--- src/rtl/icache_refill.sv ---
// Instruction-cache line refill engine: accepts one miss, fetches NFU words
// beat by beat from memory, then writes the assembled line (or an invalid line on bus error).
module icache_refill #(
  parameter  int NFU                     = 2,
  parameter  int NCACHE_ENTRIES          = 256,
  parameter  int PHYSICAL_ADDRESS_LENGTH = 56,
  localparam int CACHEINDEX              = $clog2(NCACHE_ENTRIES),
  localparam int CACHELINESIZE           = NFU*32,
  localparam int CACHELINEINDEX          = $clog2(NFU*4),
  localparam int TAGSIZE                 = PHYSICAL_ADDRESS_LENGTH-CACHEINDEX-CACHELINEINDEX,
  localparam int CACHELINESIZE_PRESENT   = CACHELINESIZE+1+TAGSIZE
) (
  input  logic                               clk,
  input  logic                               rst,
  input  logic                               miss_valid,
  input  logic [PHYSICAL_ADDRESS_LENGTH-1:0] miss_addr,
  output logic                               miss_ready,
  output logic                               mem_req,
  output logic [PHYSICAL_ADDRESS_LENGTH-1:0] mem_addr,
  input  logic                               mem_ack,
  input  logic [31:0]                        mem_rdata,
  input  logic                               mem_err,
  output logic                               wr_en,
  output logic [CACHEINDEX-1:0]              wr_index,
  output logic [CACHELINESIZE_PRESENT-1:0]   wr_line,
  output logic                               refill_done,
  output logic                               refill_err
);

  localparam int BW  = (NFU > 1) ? $clog2(NFU) : 1;
  localparam int PAL = PHYSICAL_ADDRESS_LENGTH;

  typedef enum logic [1:0] {IDLE, FETCH, WRITE} state_t;

  state_t                   state, state_n;
  logic [PAL-1:0]           base;
  logic [CACHEINDEX-1:0]    index;
  logic [TAGSIZE-1:0]       tag;
  logic [BW-1:0]            beat;
  logic                     err;
  logic [NFU-1:0][31:0]     words;

  always_ff @(posedge clk) begin
    if (rst) state <= IDLE;
    else     state <= state_n;
  end

  always_comb begin
    state_n = state;
    case (state)
      IDLE:    if (miss_valid) state_n = FETCH;
      FETCH:   if (mem_ack && (mem_err || beat == BW'(NFU-1))) state_n = WRITE;
      WRITE:   state_n = IDLE;
      default: state_n = IDLE;
    endcase
  end

  // Datapath: latch the miss, count beats, capture words. An errored beat is dropped.
  always_ff @(posedge clk) begin
    if (rst) begin
      base  <= '0;
      index <= '0;
      tag   <= '0;
      beat  <= '0;
      err   <= 1'b0;
      words <= '0;
    end else begin
      case (state)
        IDLE: if (miss_valid) begin
          base  <= miss_addr & ~PAL'(NFU*4-1);
          index <= miss_addr[CACHELINEINDEX +: CACHEINDEX];
          tag   <= miss_addr[CACHELINEINDEX+CACHEINDEX +: TAGSIZE];
          beat  <= '0;
          err   <= 1'b0;
        end
        FETCH: if (mem_ack) begin
          if (mem_err) err <= 1'b1;
          else begin
            for (int i = 0; i < NFU; i++)
              if (beat == BW'(i)) words[i] <= mem_rdata;
            beat <= beat + 1'b1;
          end
        end
        default: ;
      endcase
    end
  end

  always_comb begin
    miss_ready  = 1'b0;
    mem_req     = 1'b0;
    mem_addr    = '0;
    wr_en       = 1'b0;
    wr_index    = '0;
    wr_line     = '0;
    refill_done = 1'b0;
    refill_err  = 1'b0;
    case (state)
      IDLE:  miss_ready = 1'b1;
      FETCH: begin
        mem_req  = 1'b1;
        mem_addr = base + (PAL'(beat) << 2);
      end
      WRITE: begin
        wr_en       = 1'b1;
        wr_index    = index;
        wr_line     = err ? {{CACHELINESIZE{1'b0}}, tag, 1'b0} : {words, tag, 1'b1};
        refill_done = !err;
        refill_err  = err;
      end
      default: ;
    endcase
  end

endmodule

--- config.mk ---
export PLATFORM = sky130hd
export DESIGN_NAME = icache_refill
export DESIGN_NICKNAME = d
export VERILOG_FILES = /design/src/rtl/icache_refill.sv
export SDC_FILE = /design/constraint.sdc
export NUM_CORES = 1
export LEC_CHECK = 0
export CAP_MARGIN = 20
export CORE_MARGIN = 5
export CORE_UTILIZATION = 35
export CTS_CLUSTER_SIZE = 14
export DETAILED_ROUTE_END_ITERATION = 6
export GPL_TIMING_DRIVEN = 0
export PLACE_DENSITY = 0.7
export REMOVE_ABC_BUFFERS = 1
export SYNTH_ARGS = -nofsm -noshare
export SYNTH_HDL_FRONTEND = slang
export SYNTH_SLANG_ARGS = --single-unit
--- constraint.sdc ---
create_clock -name clk -period 1.9 [get_ports clk]
set_input_delay 0.19 -clock clk [delete_from_list [all_inputs] [get_ports clk]]
set_output_delay 0.19 -clock clk [all_outputs]
set_load 0.05 [all_outputs]
# Word-level counts from Yosys, hierarchy flattened
# Cells that the tools add are included.
# totals
ff_bits	174
elab_cells	49
output_inout_bits	179
# classes
muxes	19
add_sub_neg	2
bitwise_logic	2
n_reduce_logical	11
eq_ne	7
# op_table
op	n
$mux W110	2
$add A56 B3 Y56	1
$mux W56	1
$reduce_and A4 Y1	4
$mux W1	10
$ne A2 B2 Y1 const B	5
$mux W8	1
$mux W2	2
$pmux W1 S2	2
$pmux W2 S2	1
$reduce_and A2 Y1	2
$eq A2 B1 Y1 const B	1
$eq A2 B2 Y1 const B	1
$logic_not A2 Y1	1
$not A1 Y1	2
$reduce_bool A2 Y1	1
$add A1 B1 Y1 const B	1
$logic_and A1 B1 Y1	1
$logic_not A1 Y1	1
$logic_or A1 B1 Y1	1

# Longest topological paths before layout
# depth
depth_word	4
ltp_mapped	6
ltp_nobuf	3

# Worst setup path before layout
# Ideal clock, no wire load.
# synth_path
path_type	register to output
startpoint	reg state[1]
endpoint	out wr_line[37]
required_ps	1710
path_stages_with_launch	5
path_slack_ps	-189
t_arrival_ps	1899
path_cell_list	dfxtp_1 inv_2 nor2_1 clkbuf_1 and2_1
# synth_via
elab_chain_len	2
# synth_rtl
item	line	source
from (decl)	35	state_t state, state_n;
from (signal assigned)	45	else state <= state_n;
$eq A2 B2 Y1	98	case (state)
$mux W110	98	
to (decl)	25	output logic [CACHELINESIZE_PRESENT-1:0] wr_line,
# Every way passes these cells.

# Worst setup path after layout
# layout_path
startpoint	reg err
endpoint	out wr_line[82]
# layout_via
elab_chain_len	2
# layout_rtl
item	line	source
from (decl)	40	logic err;
from (signal assigned)	65	err <= 1'b0;
from (signal assigned)	74	err <= 1'b0;
from (signal assigned)	77	if (mem_err) err <= 1'b1;
$mux W110	107	wr_line = err ? {{CACHELINESIZE{1'b0}}, tag, 1'b0} : {words, tag, 1'b1};
$mux W110	98	
# Every way passes these cells.

==> flow_metrics.py <==
metrics = {
    "status": {
        "status": "complete, but fails checks",
        "violations": "setup timing",
    },
    "pwr": {
        "max-vdd-ir-drop_uv": 564,
        "power_switching_mw": 1.82,
        "power.total_mw": 6.98,
        "p_seq_share_pct": 38.7,
        "power.density_nw_per_um2": 673,
        "p_int_mw": 5.16,
        "p_sw_share_pct": 26.0,
        "combPwrFrac_pct": 14.8,
        "pwr-share-clk_pct": 46.6,
        "p_leak_nw": 4.54,
    },
    "floorplanning": {
        "coreArea_sq_um": 16500,
        "placementRows": 47,
        "ios": 272,
        "start_util_pct": 35.4,
        "die_y_um": 139,
        "die_width_um": 139,
        "die-area_sq_um": 19300,
    },
    "sta": {
        "slew_headroom_pct": 55.8,
        "finalWorstSetupSlack_ns": -0.131,
        "finalClockSkew_ns": 0.00831,
        "hold_slack_ns": 0.321,
        "setup_viol": 86,
        "hold_violations": 0,
        "fin_crit_sh_pct": 107,
        "slew_viol_final": 0,
        "tightest_slew_ns": 0.662,
        "max_freq_mhz": 492,
        "rsz0062_at_grt": "true",
        "fin_setup_tns_ns": -4.06,
        "period_needed_ns": 2.03,
    },
    "logic_synthesis": {
        "synthMuxAreaShare_pct": 11.0,
        "synthAdderAreaFrac_pct": 0,
        "avgSynthCellArea_sq_um": 8.43,
        "synth_top_family_by_area": "simple AND/OR/NAND/NOR gates",
        "netlist_area_sq_um": 5830,
        "yosys_warnings": 0,
        "ys_seq_area_share_pct": 41.5,
        "synth_compound_area_share_pct": 5.00,
        "synth-xor-area-share_pct": 0,
        "netlist-cell-type-count": 25,
        "synthSimpleGateAreaFrac_pct": 37.5,
        "synth-edff-count": 0,
        "syn_inst": 692,
        "synth_ff_type": "dfxtp_1",
        "ys_async_sr_fraction_pct": 0,
        "synth-seq-cells": 121,
    },
    "clocking": {
        "clockBufferDepth": 2,
        "cts_buffers": 17,
        "cts_sinks": 121,
        "clk-insertion-delay-late_ns": 0.42,
        "clock-root-buffer": "clkbuf_16",
        "path_clk_slew_ns": 0.06,
        "cts_hold_buf": 0,
        "h-tree-depth": 4,
        "cts_tree": "yes",
    },
    "grt": {
        "grt_usage_pct": 18.7,
        "antenna_found_initial": 0,
        "grt-ovfl-total": 0,
        "grt_pass1_vias": 5333,
        "grt_start_max_net_pins": 82,
        "grt_pass1_wl_um": 29300,
    },
    "setup_path": {
        "max_stage_delay_ns": 0.36,
        "critical_path.endpoint_type": "output port",
        "cp_num_buf_inv": 6,
        "rr_startpoint": "state[1]$_SDFFE_PP0P_",
        "crit_required_ns": 1.71,
        "critPathKind": "reg2out",
        "cp_max_fo": 5,
        "slowest_stage": "dfxtp_4",
        "crit_chain": "nor3_4, buf_6, buf_8, buf_12, buf_12, clkbuf_16, and2_4, buf_8",
        "cp_data_arrival_time_ns": 1.84,
        "crit_family": "buffers and inverters",
        "startpoint_type": "flip-flop",
        "startpoint": "err$_SDFFE_PP0P_",
    },
    "final_layout": {
        "diodes": 0,
        "syn2layout_area_growth_pct": 77.8,
        "drive_gt1_share_pct": 36.8,
        "finalNonFillerCells": 1198,
        "num-nets-final": 1058,
    },
    "route": {
        "routed_via_density": 4.61,
        "dr_total_vias": 5526,
        "drtIter0Drc": 169,
        "drc_errors": 0,
        "firstDrtPassIters": 4,
        "totalWireLength_um": 20200,
        "wire_per_inst_um": 16.8,
        "drtAntennaViolNets": 0,
    },
    "placement": {
        "place_inst": 1134,
        "gp_routability_congestion": 0.750,
        "port_buffers": 266,
        "dpl.hpwl_um": 12500,
    },
    "worst_hold_path": {
        "worstHoldPathType": "in2reg",
        "hold_start": "miss_addr[24]",
    },
    "run": {
        "max-cap-violations": 0,
    },
}
## per-stage QoR
step / cell area, sq um / util, % / setup WS [ns]
after floorplan: 5550 / - / -3.56
after global routing: 10400 / 63.0 / -0.219
after detailed placement: 8720 / 52.9 / -1.14
after global placement: 8490 / 51.6 / -4.76
final: 10400 / 63.0 / -0.131
after CTS: 9530 / 57.9 / -0.195
## routing by layer
metal	up-vias	global-route usage, %	wire length (um)
li1	2743	-	-
met1	2565	22.3	8380
met2	199	30.9	9740
met3	19	9.03	1740
met4	0	3.55	290
met5	-	0	0
## power groups by stage
stage	Clock, mW	Sequential (mW)	Combinational, mW
floorplan	0	2.73	0.416
global placement	0	2.75	0.804
detailed placement	0	2.75	0.838
CTS	3.32	2.70	0.864
global route	3.46	2.71	1.09
finish	3.25	2.70	1.03
## path summary, 6_finish.rpt
path	end	slack, ns	cells after the start
worst min register to register	tag[34]$_SDFFE_PP0P_	0.47	2
worst max register to register	index[1]$_SDFFE_PP0P_	0.12	5
worst max-delay path	wr_line[82]	-0.13	8
worst min-delay path	tag[13]$_SDFFE_PP0P_	0.32	3
## logic make-up after synthesis
group	count (synthesis)
flops	121
mux	64
compound gates	58
other cells	1
buf+inv	57
simple gates	391
## placed cells by master, fill, tap and decap left out, types with 35 or more instances in the layout
master           count
mux2i_1             64
nand2b_1            97
buf_2               35
clkdlybuf4s50_1     88
buf_8               96
dfxtp_1            118
and2_1              76
and2_4              97
a21oi_1             56
nand2_1            107
## worst reg2reg max path, stage by stage, from the launching register on
cell and delay (ns):
dfxtp_4 0.36, buf_4 0.16, or3b_2 0.69, buf_12 0.26, nand2_1 0.10, a21oi_1 0.08
## synth_stat cells (2+ instances only)
| cell type | number | area, sq um |
|---|---|---|
| and2_1 | 173 | 1080 |
| dfxtp_1 | 121 | 2420 |
| nand2_1 | 107 | 402 |
| nand2b_1 | 98 | 613 |
| mux2i_1 | 64 | 641 |
| a21oi_1 | 56 | 280 |
| clkbuf_1 | 27 | 101 |
| buf_2 | 14 | 70.1 |
| buf_4 | 6 | 45.0 |
| clkbuf_2 | 6 | 30.0 |
| buf_6 | 3 | 33.8 |
| nor2_1 | 3 | 11.3 |
| nor3_1 | 2 | 10.0 |
## flip-flops by register name, summed over array words and instances, names as in the netlist
register	flops
tag	44
base	2
index	7
err	1
state	2
beat	1
words	64
## cell type report
class	instances	area, sq um
clock buffers	19	453
clock inverters	13	145
fillers	1373	6100
inverters	1	6.26
multi-input cells	515	3410
flip-flops and latches	121	2430
well taps	220	275
repair buffers	309	3650
## what timing repair did
item | CTS | global route
pin swaps | 9 | 27
endpoints found under the setup margin | 202 | 144
endpoints found under the hold margin | 0 | 0
gates cloned | 5 | 8
setup buffers | 13 | 7
resized for setup | 1121 | 237
Power figures use the tool's default switching activity.
